`src/rtl/pipe_latch_pkg.sv`:
```
// Shared types for the pipeline stage latch.
package pipe_latch_pkg;

  // Occupancy of the latch. TWO is reachable only in skid-buffer mode.
  typedef enum logic [1:0] {
    EMPTY = 2'd0,
    ONE   = 2'd1,
    TWO   = 2'd2
  } latch_state_t;

  // True when the latch presents a payload downstream.
  function automatic logic holds_payload(input latch_state_t st);
    return st != EMPTY;
  endfunction

endpackage

```
`src/rtl/sat_counter.sv`:
```
// Saturating up-counter: counts cycles with inc high, sticks at all-ones,
// cleared only by RST.
module sat_counter #(
  parameter int W = 16
) (
  input  logic         CLK,
  input  logic         RST,
  input  logic         inc,
  output logic [W-1:0] count
);

  logic [W-1:0] count_q;
  logic [W-1:0] count_d;

  // Next count: increment unless already saturated.
  always_comb begin
    // NOTE: every always_comb output gets a default first so no path leaves it unassigned (no latch).
    count_d = count_q;
    if (inc && (count_q != {W{1'b1}})) begin
      count_d = count_q + 1'b1;
    end
  end

  // Counter register with synchronous reset.
  always_ff @(posedge CLK) begin
    // NOTE: sequential state uses non-blocking assignments so all flops update together at the edge.
    if (RST) begin
      count_q <= '0;
    end else begin
      count_q <= count_d;
    end
  end

  assign count = count_q;

endmodule

```
`src/rtl/pipe_stage_latch.sv`:
```
// Pipeline stage register with valid/ready handshake, flush, optional
// two-entry skid buffer and saturating stall/bubble counters. The payload is
// opaque: callers cast their stage struct to and from logic [DATA_W-1:0].
module pipe_stage_latch
  import pipe_latch_pkg::*;
#(
  parameter int DATA_W = 32,
  parameter bit SKID   = 1'b1,
  parameter int CNT_W  = 16
) (
  input  logic              CLK,
  input  logic              RST,
  input  logic              in_valid,
  output logic              in_ready,
  input  logic [DATA_W-1:0] in_data,
  output logic              out_valid,
  input  logic              out_ready,
  output logic [DATA_W-1:0] out_data,
  input  logic              flush,
  output logic [CNT_W-1:0]  stall_cnt,
  output logic [CNT_W-1:0]  bubble_cnt
);

  logic in_xfer;
  logic out_xfer;

  assign in_xfer  = in_valid && in_ready;
  assign out_xfer = out_valid && out_ready;

  if (SKID) begin : g_skid
    latch_state_t      state_q, state_d;
    logic [DATA_W-1:0] main_q, main_d;
    logic [DATA_W-1:0] skid_q, skid_d;

    // Next state and payload moves; flush only clears validity.
    always_comb begin
      state_d = state_q;
      main_d  = main_q;
      skid_d  = skid_q;
      if (flush) begin
        state_d = EMPTY;
      end else begin
        case (state_q)
          EMPTY: begin
            if (in_xfer) begin
              main_d  = in_data;
              state_d = ONE;
            end
          end
          ONE: begin
            if (out_xfer && in_xfer) begin
              main_d = in_data;
            end else if (out_xfer) begin
              state_d = EMPTY;
            end else if (in_xfer) begin
              skid_d  = in_data;
              state_d = TWO;
            end
          end
          TWO: begin
            if (out_xfer) begin
              main_d  = skid_q;
              state_d = ONE;
            end
          end
          default: state_d = EMPTY;
        endcase
      end
    end

    // State and payload registers.
    always_ff @(posedge CLK) begin
      // NOTE: payload registers are reset too, since out_data must read 0 after reset.
      if (RST) begin
        state_q <= EMPTY;
        main_q  <= '0;
        skid_q  <= '0;
      end else begin
        state_q <= state_d;
        main_q  <= main_d;
        skid_q  <= skid_d;
      end
    end

    // in_ready comes from the state register only, never from out_ready.
    assign in_ready  = (state_q != TWO);
    assign out_valid = holds_payload(state_q);
    assign out_data  = main_q;

  end else begin : g_single
    latch_state_t      state_q, state_d;
    logic [DATA_W-1:0] main_q, main_d;

    // Next state for the single-register latch.
    always_comb begin
      state_d = state_q;
      main_d  = main_q;
      if (flush) begin
        state_d = EMPTY;
      end else if (in_xfer) begin
        main_d  = in_data;
        state_d = ONE;
      end else if (out_xfer) begin
        state_d = EMPTY;
      end
    end

    // State and payload registers.
    always_ff @(posedge CLK) begin
      if (RST) begin
        state_q <= EMPTY;
        main_q  <= '0;
      end else begin
        state_q <= state_d;
        main_q  <= main_d;
      end
    end

    // Accept when empty or when the held payload leaves this cycle.
    assign in_ready  = !out_valid || out_ready;
    assign out_valid = holds_payload(state_q);
    assign out_data  = main_q;
  end

  sat_counter #(.W(CNT_W)) u_stall_cnt (
    .CLK   (CLK),
    .RST   (RST),
    .inc   (out_valid && !out_ready),
    .count (stall_cnt)
  );

  sat_counter #(.W(CNT_W)) u_bubble_cnt (
    .CLK   (CLK),
    .RST   (RST),
    .inc   (!out_valid && out_ready),
    .count (bubble_cnt)
  );

endmodule

```
`config.mk`:
```
export PLATFORM = sky130hd
export DESIGN_NAME = pipe_stage_latch
export DESIGN_NICKNAME = d
export VERILOG_FILES = /design/src/rtl/pipe_latch_pkg.sv /design/src/rtl/sat_counter.sv /design/src/rtl/pipe_stage_latch.sv
export SDC_FILE = /design/constraint.sdc
export NUM_CORES = 1
export LEC_CHECK = 0
export CAP_MARGIN = 30
export CORE_MARGIN = 8
export CORE_UTILIZATION = 50
export DETAILED_ROUTE_END_ITERATION = 12
export PLACE_DENSITY = 0.8
export SLEW_MARGIN = 20
export SYNTH_ARGS = -nofsm -noshare
export SYNTH_HDL_FRONTEND = slang
export SYNTH_SLANG_ARGS = --single-unit
```
`constraint.sdc`:
```
create_clock -name CLK -period 2.65 [get_ports CLK]
set_input_delay 0.6625 -clock CLK [delete_from_list [all_inputs] [get_ports CLK]]
set_output_delay 0.6625 -clock CLK [all_outputs]
set_load 0.05 [all_outputs]
```
; Yosys cells after proc, flatten, opt, wreduce, memory -nomap -nowiden
; Cells that the tools add are included.
[totals]
output_inout_bits = 66
in_bits = 37
register_bits = 98
elab_cells = 46
[classes]
n_eq_ne = 10
n_reduce_logical = 16
bitwise = 3
add_sub_neg = 2
mux = 10
[op_table]
columns = op, n
row1 = $mux 32, 3
row2 = $pmux 32 s3, 1
row3 = $add 16x1->16 const B, 2
row4 = $ne 16x16->1 const B, 2
row5 = $mux 2, 5
row6 = $ne 2x2->1 const B, 5
row7 = $reduce_and 5->1, 2
row8 = $logic_and 1x1->1, 7
row9 = $pmux 2 s3, 1
row10 = $reduce_and 4->1, 1
row11 = $ne 3x3->1 const B, 1
row12 = $not 1->1, 3
row13 = $reduce_bool 3->1, 1
row14 = $eq 2x1->1 const B, 1
row15 = $eq 2x2->1 const B, 1
row16 = $logic_not 1->1, 2
row17 = $logic_not 2->1, 1
row18 = $reduce_bool 2->1, 1
row19 = $reduce_or 2->1, 1

; Longest topological paths before layout
; Gate-level depths: netlist of run 1.
[logic_depth]
depth_word = 6
depth_mapped = 7
mapped_depth_nobuf = 5

; Hierarchy
; A second synthesis of run 1 with hierarchy kept.
[hier_totals]
hier_cells = 513
area_unflattened_um2 = 4795.8
[modules_own_cells]
columns = module, cells_each, seq_area_each_um2, instances, area_each_um2
row1 = pipe_stage_latch, 315, 1321.3, 1, 3099.2
row2 = sat_counter, 99, 320.3, 2, 848.3

; Worst setup path after synthesis of run 1
; Ideal clock, no wire load.
[synth_path]
path_kind = register to register
start = reg u_bubble_cnt.count_q[0] (netlist: u_bubble_cnt.count[0])
end = reg u_bubble_cnt.count_q[14] (netlist: u_bubble_cnt.count[14])
arrival_ns = 2.135
path_stages_with_launch = 6
setup_ns = 0.070
path_slack_ns = 0.445
n_path_buf = 0
path_cell_list = dfxtp_1 -> ha_1 -> nand3_1 -> or4_4 -> or4_1 -> a21oi_1
[synth_between]
elab_chain_cells = 2
elab_cells_between_ends = 3
classes_between = add/sub: 1 / eq/ne: 1 / reduce/logical: 1
[synth_lines]
columns = element, line
row1 = "start, declared", sat_counter.sv:12  ; logic [W-1:0] count_q;
row2 = "start signal, assigned", sat_counter.sv:30  ; count_q <= count_d;
row3 = "parallel branches: the longest is 2 deep, another holds $add 16x1->16", n/a
; Parallel ways; which one is timed is not known.
; A chain may end at the register's enable or synchronous reset.

; Final worst setup path of run 1
[layout_path]
start = reg g_skid.state_q[0]
end = out out_valid
[layout_between]
elab_chain_cells = 1
[layout_lines]
columns = element, line
row1 = "start, declared", pipe_stage_latch.sv:31  ; latch_state_t state_q, state_d;
row2 = "start signal, assigned", pipe_stage_latch.sv:79  ; state_q <= state_d;
row3 = $reduce_bool 2->1, pipe_latch_pkg.sv:13  ; return st != EMPTY;
row4 = "end, declared", pipe_stage_latch.sv:16  ; output logic out_valid,
; No other way between the ends.

==> results of run 1 <==
flip-flops by register name (all words and copies together) (netlist names):
signal and count:
g_skid.state_q 2, u_bubble_cnt.count 16, out_data 32, u_stall_cnt.count 16, g_skid.skid_q 32
critical path, stage by stage (launching register included):
cell and delay (ns):
dfxtp_1 0.32, or2_2 0.31, clkdlybuf4s50_1 0.71
synth_stat cells (3+ instances only):
master and number:
nor2_1 4, or3_1 44, buf_2 7, nand4_1 13
nand3_1 9, o31ai_1 15, or2_2 4, dfxtp_1 98
nor3_1 4, a21oi_1 94, mux2i_1 33, clkbuf_1 34
nand2_1 78, and3_1 5, nand2b_1 4, o21ai_0 45
and4_1 3, or4_1 12
worst paths after layout:
check	startpoint	to	slack (ns)
max	g_skid.state_q[0]$_SDFFE_PP0P_	out_valid	0.30
max reg2reg	u_bubble_cnt.count[0]$_SDFFE_PP0P_	u_bubble_cnt.count[14]$_SDFFE_PP0P_	0.67
min	g_skid.skid_q[2]$_SDFFE_PP0P_	g_skid.skid_q[2]$_SDFFE_PP0P_	0.46
min reg2reg	g_skid.skid_q[2]$_SDFFE_PP0P_	g_skid.skid_q[2]$_SDFFE_PP0P_	0.46
report_power, final:
part / internal (uW) / total (uW) / switching [uW] / leakage [uW]
combinational: 168 / 417 / 249 / 0.00120
sequential: 1510 / 1530 / 21.1 / 0.000794
clock: 439 / 963 / 524 / 0.0000925
total: 2110 / 2910 / 794 / 0.00208
routing by layer:
metal  up-vias  GRT usage [%]  routed length, um
met2       100           29.9               5410
met3        16           3.78                624
met4         0           8.09                199
met5         -              0                  0
met1      1968           22.3               5150
li1       2099              -                  -
metrics by stage:
| step | instance area [um^2] | utilization [%] |
|---|---|---|
| 2_1_floorplan | 4430 | - |
| 3_3_place_gp | 5610 | 64.9 |
| 3_5_place_dp | 5610 | 64.9 |
| 4_1_cts | 5800 | 67.2 |
| 5_1_grt | 5800 | 67.2 |
| 6_report | 5800 | 67.2 |
cells by family (layout without fill, tap and decap cells):
kind of cell	count (synthesis)	after routing	synth area share (%)
fa+ha+maj	2	2	0.565
compound gates	162	162	19.8
mux	33	33	7.46
simple gates	190	190	23.0
buf+inv	46	136	4.44
xor+xnor	2	2	0.396
flops	98	98	44.3
cell type report:
class                           instances  area, um^2
Clock buffer                           10         128
Fill cell                             722        2830
Multi-Input combinational cell        389        2300
Sequential cell                        98        1960
Inverter                                2        7.51
Tap cell                              108         135
Timing Repair Buffer                  118        1200
Clock inverter                          6        67.6
==> metrics.md, run 1 <==
| Metric | Value |
|---|---|
| Antenna diode count | 0 |
| Crit-path max FO | 2 |
| TritonCTS clock tree | done |
| Startpoint type of the worst setup path | flip-flop |
| Setup crit end kind | output port |
| Clock network latency to the later pin of the worst-skew pair | 0.36 ns |
| Die Footprint | 12100 um^2 |
| Worst-case setup margin in the final layout | 0.303 ns |
| Fin Hold WS | 0.456 ns |
| ANT nets after route | 0 |
| Setup slack at placement | 0.0723 ns |
| Worst relative slew slack | 57.7% |
| Number of clock sinks | 98 |
| Maximum number of pins on one net before global-route repair | 47 |
| Final setup vio count | 0 |
| Total of cells resized after clock tree synthesis | 0 |
| Unrepaired setup endpoints after global routing | false |
| Final max-slew violation count | 0 |
| DRC marker count from the first detailed-route iteration | 164 |
| Share of the synthesized area in the top cell type | 44.3% |
| Routed vias/inst | 5.72 |
| Count of pins on the block boundary | 103 |
| Number of flops mapped to enable cells by yosys | 0 |
| Tmin final | 2.35 ns |
| Path type of the worst setup path | flip-flop to output port |
| Arrival time at the worst endpoint | 1.68 ns |
| Most common cell after layout, fill and taps aside | clkdlybuf4s50_1 |
| Number of antenna violations at the first check in global routing | 0 |
| Number of max-capacitance violations reported | 0 |
| Initial standard-cell utilization of the core | 51.3% |
| Number of standard cells after synthesis | 533 |
| Fraction of final layout cells sized beyond drive strength 1 | 7.70% |
| First-pass GRT wire length | 17900 um |
| Nets | 657 |
| Maximum vdd drop | 0.328 mV |
| Number of port buffers | 102 |
| Async set or reset register ratio after synthesis | 0% |
| Detailed Place HPWL | 7850 um |
| Buffers from clock root to sink, at most | 2 |
| Cell type with the largest total area after synthesis | dfxtp_1 |
| Syn. warnings | 0 |
| Cell count of the worst reg-to-reg path | 5 |
| Critical path data required time | 1.99 ns |
| Number of H-tree branching levels | 3 |
| Slew at the pin with the worst max-slew slack | 0.635 ns |
| Worst min path class | flip-flop to flip-flop |
| Synth Register Bits | 98 |
| Timing-limited maximum frequency | 426 MHz |
| Top_reg_cell synth | dfxtp_1 |
| Root buffer cell | clkbuf_8 |
| Number of global-route vias before repair | 3781 |
| All-Layer GR Usage | 18.1% |
| GP Congestion | 0.802 |
| Sum of negative setup slack | 0 ns |
| Nets in the synthesized netlist | 572 |
| Core Box Area | 8640 um^2 |
| Overflow left after global routing | 0 |
| Number of cells in the finished layout apart from fillers | 731 |
| Total of hold buffers inserted after clock tree synthesis | 0 |
| Overall die height | 110 um |
| Part of the Yosys area used for sequential elements | 44.3% |
| Setup Fix Bufs, Post-CTS | 0 |
| Period Utilization, post-route | 88.6% |
| Worst clock skew on the final layout | 0.00894 ns |
| Mean cell area of the mapped netlist | 8.31 um^2 |
| Number of buffers added by the clock tree synthesis step | 9 |
| Leakage Power | 0.00208 uW |
| Power after layout | 2910 uW |
| Most used cells in the layout excluding fill and tap cells | clkdlybuf4s50_1, dfxtp_1, a21oi_1 |
| Post-detailed-route DRC marker count | 0 |
| Cell Area, Synth | 4430 um^2 |
| Worst hold path stage count | 2 |
| Per-cell routed wire length | 15.6 um |
| Die span in x | 110 um |
| Synth unique cells | 37 |
| Power density relative to cell area | 501 nW/um^2 |
| Vias after detailed routing | 4183 |
| Area added between synthesis and finish | 31.1% |
| Outcome | completed |
| Post-placement cell count | 715 |
| Largest cells by area after synthesis | dfxtp_1, a21oi_1, mux2i_1 |
| Detailed-route wire length | 11400 um |
| Clk pin slew, worst setup/hold paths | 0.09 ns |
| Initial DRT Pass Iterations | 4 |
| Cell Rows | 34 |
| Fin. Hold Viols | 0 |
(Power assumes the default switching activity.)
==> run 2, diff against run 1 <==
- CAP_MARGIN: 30 -> unset
==> results of run 2 <==
No change in the layout: final DEF, timing and power equal those of run 1.
